===== config.mk =====
export PLATFORM = sky130hd
export DESIGN_NAME = irq_request_unit
export DESIGN_NICKNAME = d
export VERILOG_FILES = /design/src/rtl/irq_pkg.sv /design/src/rtl/irq_prio_encoder.sv /design/src/rtl/irq_request_unit.sv
export SDC_FILE = /design/constraint.sdc
export NUM_CORES = 1
export LEC_CHECK = 0
export ABC_AREA = 1
export CELL_PAD_IN_SITES_DETAIL_PLACEMENT = 2
export CELL_PAD_IN_SITES_GLOBAL_PLACEMENT = 2
export CORE_MARGIN = 4
export CORE_UTILIZATION = 28
export CTS_BUF_LIST = sky130_fd_sc_hd__clkbuf_4
export DETAILED_ROUTE_END_ITERATION = 10
export PLACE_DENSITY = 0.85
export SLEW_MARGIN = 0
export SYNTH_ARGS = -nofsm -noshare
export SYNTH_HDL_FRONTEND = slang
export SYNTH_HIERARCHICAL = 1
export SYNTH_SLANG_ARGS = --single-unit

===== constraint.sdc =====
create_clock -name clk_i -period 2 [get_ports clk_i]
set_input_delay 0.5 -clock clk_i [delete_from_list [all_inputs] [get_ports clk_i]]
set_output_delay 0.5 -clock clk_i [all_outputs]
set_load 0.05 [all_outputs]

===== src/rtl/irq_pkg.sv =====
// Shared types and constants for the peripheral-side interrupt request unit.
package irq_pkg;

  typedef enum logic [1:0] {
    IRQ_IDLE = 2'd0,
    IRQ_REQ  = 2'd1,
    IRQ_COOL = 2'd2
  } irq_state_t;

  // mcause value the core's interrupt controller reports for this request path
  localparam logic [31:0] IRQ_CAUSE = 32'h8000_0010;

endpackage : irq_pkg


===== src/rtl/irq_prio_encoder.sv =====
// Fixed-priority encoder: reports the lowest set bit of vec_i.
module irq_prio_encoder #(
  parameter int N  = 8,
  parameter int IW = $clog2(N)
) (
  input  logic [N-1:0]  vec_i,
  output logic [IW-1:0] idx_o,
  output logic          valid_o
);

  // Scan from the top down so the lowest set index is the last one written
  always_comb begin
    idx_o   = '0;
    valid_o = 1'b0;
    for (int i = N - 1; i >= 0; i--) begin
      if (vec_i[i]) begin
        idx_o   = IW'(i);
        valid_o = 1'b1;
      end
    end
  end

endmodule : irq_prio_encoder


===== src/rtl/irq_request_unit.sv =====
// Interrupt request unit: captures peripheral lines as pending, picks the
// lowest-index enabled source, and holds one request to the core until the
// core's return pulse.
//
//   state    | meaning
//   ---------+---------------------------------------------------------
//   IRQ_IDLE | no request outstanding; raise one when a candidate exists
//   IRQ_REQ  | request held, id frozen; wait for irq_ret_i
//   IRQ_COOL | one dead cycle so the core's pending flag can drop
module irq_request_unit
  import irq_pkg::*;
#(
  parameter int                 N_SRC     = 8,
  parameter logic [N_SRC-1:0]   EDGE_MASK = '1,
  localparam int                IW        = $clog2(N_SRC)
) (
  input  logic             clk_i,
  input  logic             rst_ni,
  input  logic [N_SRC-1:0] irq_line_i,
  input  logic [N_SRC-1:0] irq_en_i,
  input  logic             irq_ret_i,
  output logic             irq_req_o,
  output logic [IW-1:0]    irq_id_o,
  output logic [N_SRC-1:0] pending_o,
  output logic             busy_o
);

  irq_state_t       state_q, state_d;
  logic [N_SRC-1:0] line_q;
  logic [N_SRC-1:0] pending_q, pending_d;
  logic             req_q, req_d;
  logic [IW-1:0]    id_q, id_d;

  logic [N_SRC-1:0] candidates;
  logic [IW-1:0]    winner;
  logic             winner_valid;
  logic             clr_en;

  // Enable only gates arbitration; capture into pending is unconditional
  assign candidates = pending_q & irq_en_i;

  irq_prio_encoder #(
    .N  (N_SRC),
    .IW (IW)
  ) u_prio (
    .vec_i   (candidates),
    .idx_o   (winner),
    .valid_o (winner_valid)
  );

  // Pending next state: edge sources latch until serviced (a fresh edge beats
  // the clear), level sources simply follow the line
  always_comb begin
    pending_d = pending_q;
    for (int i = 0; i < N_SRC; i++) begin
      if (EDGE_MASK[i]) begin
        pending_d[i] = (pending_q[i] & ~(clr_en && (id_q == IW'(i))))
                     | (irq_line_i[i] & ~line_q[i]);
      end else begin
        pending_d[i] = irq_line_i[i];
      end
    end
  end

  // Request FSM next state and registered-output next values
  always_comb begin
    state_d = state_q;
    req_d   = req_q;
    id_d    = id_q;
    clr_en  = 1'b0;
    unique case (state_q)
      IRQ_IDLE: begin
        if (winner_valid) begin
          state_d = IRQ_REQ;
          req_d   = 1'b1;
          id_d    = winner;
        end
      end
      IRQ_REQ: begin
        req_d = 1'b1;
        if (irq_ret_i) begin
          state_d = IRQ_COOL;
          req_d   = 1'b0;
          clr_en  = 1'b1;
        end
      end
      IRQ_COOL: begin
        state_d = IRQ_IDLE;
        req_d   = 1'b0;
      end
      default: begin
        state_d = IRQ_IDLE;
        req_d   = 1'b0;
      end
    endcase
  end

  // State, line history, pending and output registers
  always_ff @(posedge clk_i or negedge rst_ni) begin
    if (!rst_ni) begin
      state_q   <= IRQ_IDLE;
      line_q    <= '0;
      pending_q <= '0;
      req_q     <= 1'b0;
      id_q      <= '0;
    end else begin
      state_q   <= state_d;
      line_q    <= irq_line_i;
      pending_q <= pending_d;
      req_q     <= req_d;
      id_q      <= id_d;
    end
  end

  assign irq_req_o = req_q;
  assign irq_id_o  = id_q;
  assign pending_o = pending_q;
  assign busy_o    = (state_q != IRQ_IDLE);

endmodule : irq_request_unit


==> results of run 1 <==
## state kept, by name, indices dropped and copies added, names as in the netlist
signal     flops
state_q        2
pending_o      8
irq_id_o       3
line_q         8
irq_req_o      1
## power breakdown
group,internal [mW],switching (mW)
Combinational,0.294,0.710
Sequential,0.560,0.127
Clock,0.203,0.143
## cell families after synthesis
logic type	share of synthesized area [%]
AOI/OAI and AO/OA	4.20
buffers and inverters	11.1
DFF	54.4
and+or+nand+nor	30.3
## layer usage
| metal | vias up | track usage, % | routed length (µm) |
|---|---|---|---|
| met5 | - | 0 | 0 |
| met1 | 468 | 15.9 | 1130 |
| met3 | 2 | 3.78 | 132 |
| met2 | 21 | 25.4 | 1570 |
| li1 | 454 | - | - |
| met4 | 0 | 5.21 | 21 |
## layout make-up
type / count / area, µm² / area share (%)
inverter: 30 / 113 / 8.00
tap: 46 / 57.6 / 4.09
clock inverter: 1 / 30.0 / 2.13
timing repair buffer: 32 / 285 / 20.3
sequential: 22 / 551 / 39.1
multi-input combinational: 79 / 349 / 24.8
clock buffer: 3 / 22.5 / 1.60
## worst max path at each step
| stage | slack, ns | cells after the start | endpoint |
|---|---|---|---|
| global route | 0.28 | 9 | irq_id_o[0] |
| floorplan | 0.50 | 8 | irq_id_o[1] |
| CTS | 0.36 | 1 | irq_id_o[2] |
| detailed placement | 0.05 | 8 | state_q[0] |
| finish | 0.36 | 9 | irq_id_o[0] |
| global placement | 0.15 | 9 | irq_id_o[2] |
## through the flow
stage | setup WS, ns | power [mW] | std cells | hold WS [ns]
after global routing | 0.278 | 2.19 | 213 | 0.510
after detailed placement | 0.0458 | 1.70 | 209 | 0.471
final | 0.359 | 2.04 | 213 | 0.487
after global placement | 0.154 | 1.66 | 209 | 0.464
after floorplan | 0.499 | 1.35 | 131 | 0.204
after CTS | 0.358 | 2.07 | 213 | 0.491
## critical path, cell delays in order
cell             delay [ns]
clkdlybuf4s50_1        0.40
nand2_1                0.06
inv_1                  0.04
or2_1                  0.24
nor3_2                 0.15
nand2_1                0.12
nand3_2                0.15
nor2_1                 0.09
a21oi_1                0.13
## layout by cell type (no fill, tap or decap)
cell type	count
nand2_1	50
dfrtp_1	22
nand4_1	1
o21ai_0	2
nand3_2	1
buf_4	14
or2_1	1
nand2_2	1
nand3_1	3
clkdlybuf4s50_1	18
nor3_2	1
clkbuf_4	3
nor2_8	1
inv_1	27
o22ai_1	1
bufinv_16	1
a31oi_1	1
a21oi_1	4
nor2_1	12
inv_2	3
==> results.py, run 1 <==
metrics = {
    "run_status": {
        "status": "finished, final reports clean",
    },
    "place": {
        "postPlaceCellArea_mm2": 0.00136,
        "port_buffers": 31,
        "gp_congestion": 0.899,
        "dp_hpwl_um": 2240,
    },
    "drt": {
        "wirelength_um": 2850,
        "drc": 0,
        "firstDrtPassIters": 4,
        "route.detailed.wl_per_inst_um": 13.4,
        "drt_iter0_drc": 8,
        "vias": 945,
        "ant_nets": 0,
        "viasPerCell": 4.44,
    },
    "floorplan": {
        "io-pin-count": 32,
        "row_count": 21,
        "fp.dieH_um": 68.1,
        "die_w_um": 68.1,
        "coreArea_mm2": 0.00342,
        "die_area_mm2": 0.00464,
        "initial_core_util_pct": 29.6,
    },
    "setup_path": {
        "r2r-end": "irq_id_o[0]",
        "cp.arrival_ns": 1.89,
        "startpoint": "irq_en_i[7]",
        "start_kind": "input pin",
        "worstPathMaxFanout": 7,
        "r2r_slack_ns": 0.53,
        "reg2regPathDepth": 8,
        "end_kind": "flip-flop",
        "r2r-start": "pending_o[7]",
        "critPathRequiredTime_ns": 2.25,
        "path_class": "input pin to flip-flop",
    },
    "synthesis": {
        "ys.flop_type": "dfrtp_1",
        "syn_inst": 131,
        "netlist_area_mm2": 0.00101,
        "post-synth-top-area-cell": "dfrtp_1",
        "synth-seq-cells": 22,
        "synthTopCellsByArea": "dfrtp_1 54%, nand2_1 19%, inv_1 10%",
        "synth_top_area_share_pct": 54.4,
        "yosys_warnings": 6,
        "avgSynthCellArea_um2": 7.73,
        "synth-async-reset-ratio_pct": 100,
        "ys_seq_area_share_pct": 54.4,
        "yosys-top-cells-count": "50 x nand2_1, 27 x inv_1, 22 x dfrtp_1, 12 x nor2_1, 4 x a21oi_1",
        "synth_fp_nets": 150,
        "synth.most_common_cell": "nand2_1",
        "synth_edf_count": 0,
        "synth_cell_types": 16,
    },
    "layout": {
        "final_layout_size_suffix_gt1_share_pct": 15.0,
        "antenna_cells": 0,
        "fillers": 415,
        "final_nets": 187,
        "syn_to_final_growth_pct": 39.1,
        "fin_util_pct": 41.2,
        "final_area_mm2": 0.00141,
    },
    "worst_hold_path": {
        "holdPathEnd": "pending_o[7]",
        "hp-start": "line_q[7]",
        "hp-class": "flip-flop to flip-flop",
        "holdPathStages": 3,
    },
    "clock_network": {
        "cts_sinks": 22,
        "clkTransAtPathRegs_ns": 0.13,
        "ctsLongestPathBuffers": 2,
        "cts_htree_levels": 1,
        "post_cts_buffers": 0,
        "cts_tree": "yes",
        "root_buffer": "clkbuf_4",
        "cts_made_buffers": 3,
        "clk_latency_ns": 0.31,
        "cts_resized": 0,
        "cts_hold_buf": 0,
    },
    "sta": {
        "hold_viol": 0,
        "worst_pin_slew_ns": 0.293,
        "post-route-min-period_ns": 1.64,
        "worst_clock_skew_ns": 0.00437,
        "rsz0062_at_grt": "no",
        "drv_slew": 0,
        "fmax_mhz": 609,
        "relSlewSlack_pct": 80.5,
        "setup_violations": 0,
        "period_share_pct": 82.1,
        "setup_tns_ns": 0,
    },
    "power_and_ir_drop": {
        "powerDensity_mw_per_mm2": 1450,
        "vdd_drop_max_uv": 485,
        "leakagePower_nw": 0.763,
    },
    "global_route": {
        "grt.overflow.total": 0,
        "antenna_found_initial": 0,
        "grt_max_degree": 23,
        "grt_pass1_vias": 987,
        "gr-usage-all-layers_pct": 14.2,
        "grt_pass1_wl_um": 4740,
    },
    "job": {
        "maxCapViolCount": 0,
    },
}
Note: power is estimated with default switching activity, not from simulation.
==> run 2: changes to the inputs <==
--- a/config.mk
+++ b/config.mk
@@ -9,10 +9,10 @@
 export CELL_PAD_IN_SITES_DETAIL_PLACEMENT = 2
 export CELL_PAD_IN_SITES_GLOBAL_PLACEMENT = 2
 export CORE_MARGIN = 4
-export CORE_UTILIZATION = 28
+export CORE_UTILIZATION = 23
 export CTS_BUF_LIST = sky130_fd_sc_hd__clkbuf_4
 export DETAILED_ROUTE_END_ITERATION = 10
-export PLACE_DENSITY = 0.85
+export PLACE_DENSITY = 0.75
 export SLEW_MARGIN = 0
 export SYNTH_ARGS = -nofsm -noshare
 export SYNTH_HDL_FRONTEND = slang
==> constraint.sdc (replaced) <==
create_clock -name clk_i -period 1.5 [get_ports clk_i]
set_input_delay 0.375 -clock clk_i [delete_from_list [all_inputs] [get_ports clk_i]]
set_output_delay 0.375 -clock clk_i [all_outputs]
set_load 0.05 [all_outputs]
==> run 2 against run 1 <==
Worst setup slack got worse by 0.36 ns. Non-clock buffer count is 11 higher. Routed wire length grew 27%. Flip-flop and latch count is the same. Global-route usage shrank 1.1 points. Sequential power is 41% higher. Power grew 58%. Core utilization fell by 0.62 points. Die area grew 19%. Sequential share of layout area is 6.1 points lower.
==> results.py, run 2 (synthesis results as in run 1) <==
metrics = {
    "drt": {
        "drt_iter0_drc": 31,
        "viasPerCell": 4.37,
        "route.detailed.wl_per_inst_um": 15.9,
        "ant_nets": 0,
        "firstDrtPassIters": 3,
        "drc": 0,
        "wirelength_um": 3630,
        "vias": 997,
    },
    "power_and_ir_drop": {
        "powerDensity_mw_per_mm2": 1920,
        "pwr-share-comb_pct": 60.1,
        "leakagePower_nw": 0.881,
        "p_sw_share_pct": 46.5,
        "power_mw": 3.21,
        "power_switching_mw": 1.49,
        "p_clk_share_pct": 9.6,
        "p_seq_share_pct": 30.3,
        "vdd_drop_max_uv": 518,
        "internal-power_mw": 1.71,
    },
    "sta": {
        "rsz0062_at_grt": "yes",
        "worst_pin_slew_ns": 0.344,
        "setup_tns_ns": 0,
        "fmax_mhz": 667,
        "hold_viol": 0,
        "period_share_pct": 100,
        "setup_violations": 0,
        "worst_clock_skew_ns": 0.00724,
        "relSlewSlack_pct": 77.0,
        "post-route-min-period_ns": 1.50,
        "drv_slew": 0,
    },
    "layout": {
        "fillers": 455,
        "final_nets": 198,
        "final_layout_size_suffix_gt1_share_pct": 27.0,
        "antenna_cells": 0,
        "final_common_cell": "nand2_1",
        "final_cell_mix": "47 x nand2_1, 24 x inv_1, 21 x dfrtp_1",
        "syn_to_final_growth_pct": 65.0,
    },
    "global_route": {
        "grt_max_degree": 23,
        "grt_pass1_wl_um": 5390,
        "grt.overflow.total": 0,
        "grt_pass1_vias": 1118,
        "gr-usage-all-layers_pct": 13.0,
        "antenna_found_initial": 0,
    },
    "floorplan": {
        "io-pin-count": 32,
        "initial_core_util_pct": 24.6,
        "die_area_mm2": 0.00553,
        "row_count": 23,
        "die_w_um": 74.3,
        "fp.dieH_um": 74.3,
        "coreArea_mm2": 0.00412,
    },
    "run_status": {
        "status": "finished, final reports clean",
    },
    "setup_path": {
        "end_kind": "flip-flop",
        "critPathRequiredTime_ns": 1.73,
        "r2r_slack_ns": 0.01,
        "crit_family": "simple AND/OR/NAND/NOR gates",
        "start_kind": "input pin",
        "crit_path_cell_trace": "clkdlybuf4s50_1 > nand2_1 > inv_1 > or2_4 > nor3_4 > nand2_2 > nand3_4 > nor2_2 > a21oi_1",
        "cp.arrival_ns": 1.73,
        "slowest_stage": "clkdlybuf4s50_1",
        "max_stage_delay_ns": 0.40,
        "path_class": "input pin to flip-flop",
        "critPathBufInv": 2,
        "worstPathMaxFanout": 7,
    },
    "place": {
        "port_buffers": 31,
        "gp_congestion": 0.759,
        "dp_hpwl_um": 2450,
    },
    "clock_network": {
        "clk_latency_ns": 0.31,
        "cts_tree": "yes",
        "cts_made_buffers": 3,
        "ctsLongestPathBuffers": 2,
        "root_buffer": "clkbuf_4",
        "cts_htree_levels": 1,
        "clkTransAtPathRegs_ns": 0.13,
        "cts_sinks": 22,
    },
    "job": {
        "maxCapViolCount": 0,
    },
    "worst_hold_path": {
        "hp-class": "input pin to asynchronous set/reset pin",
    },
}
## run 2: changes by cell type in the layout (fill, tap and decap cells not counted), sizes merged
cell           previous run  this run
buf                      14        25
dlygate4sd2               0         1
clkdlybuf4s50            18        17
bufinv                    1         0
clkbuf                    3         4
## run 2: final timing paths
kind	from	depth (start not counted)	endpoint
min	rst_ni	2	line_q[6]
max	irq_en_i[7]	9	irq_id_o[0]
max reg2reg	pending_o[6]	8	irq_id_o[0]
min reg2reg	line_q[5]	3	pending_o[5]
min in group clk_i	line_q[5]	3	pending_o[5]
max in group asynchronous	rst_ni	2	pending_o[6]
## run 2: layer usage
layer | GRT usage (%) | wire length (µm)
met4 | 4.74 | 36
met3 | 1.62 | 71
met2 | 24.3 | 2050
met5 | 0 | 0
met1 | 15.2 | 1470
## run 2: worst register-to-register path, stage by stage (launching register included)
cell,delay (ns)
dfrtp_2,0.45
nand2_2,0.10
inv_2,0.04
or2_4,0.24
nor3_4,0.17
nand2_2,0.11
nand3_4,0.13
nor2_2,0.05
a21oi_1,0.13
## run 2: metrics by stage
stage	std cells	utilization (%)	cell area, µm²	hold WS, ns	worst slack (ns)
2_1_floorplan	131	-	1010	0.0794	0.00126
3_3_place_gp	218	37.9	1560	0.463	-0.218
3_5_place_dp	218	37.9	1560	0.474	-0.381
4_1_cts	225	39.6	1630	0.405	-0.0224
5_1_grt	228	40.6	1670	0.412	-0.110
6_report	228	40.6	1670	0.401	0.000460
## run 2: timing repair
| item | 4_1_cts | 5_1_grt |
|---|---|---|
| hold buffers | 0 | 0 |
| gates resized for setup | 7 | 7 |
| setup endpoints to repair | 4 | 6 |
| endpoints found under the hold margin | 0 | 0 |
| pin swaps | 5 | 4 |
| buffers inserted | 3 | 3 |
## run 2: cell type report
| cell class | count | area (µm²) | share of cell area (%) |
|---|---|---|---|
| Clock buffer | 4 | 30.0 | 1.80 |
| Tap cell | 50 | 62.6 | 3.75 |
| Timing Repair Buffer | 43 | 529 | 31.7 |
| Sequential cell | 22 | 552 | 33.0 |
| Inverter | 30 | 113 | 6.74 |
| Multi-Input combinational cell | 79 | 384 | 23.0 |
## run 2: power by group through the flow
stage | sequential [mW] | combinational [mW] | clock, mW
finish | 0.971 | 1.93 | 0.308
global route | 1.00 | 2.06 | 0.350
CTS | 0.975 | 1.83 | 0.310
detailed placement | 0.990 | 1.73 | 0
global placement | 0.981 | 1.68 | 0
floorplan | 1.30 | 0.492 | 0
==> run 3: changes to the inputs <==
--- a/config.mk
+++ b/config.mk
@@ -13,7 +13,7 @@
 export CTS_BUF_LIST = sky130_fd_sc_hd__clkbuf_4
 export DETAILED_ROUTE_END_ITERATION = 10
 export PLACE_DENSITY = 0.75
-export SLEW_MARGIN = 0
+export SLEW_MARGIN = 20
 export SYNTH_ARGS = -nofsm -noshare
 export SYNTH_HDL_FRONTEND = slang
 export SYNTH_HIERARCHICAL = 1
==> results of run 3 <==
Final layout, timing and power as in run 2 (identical DEF).
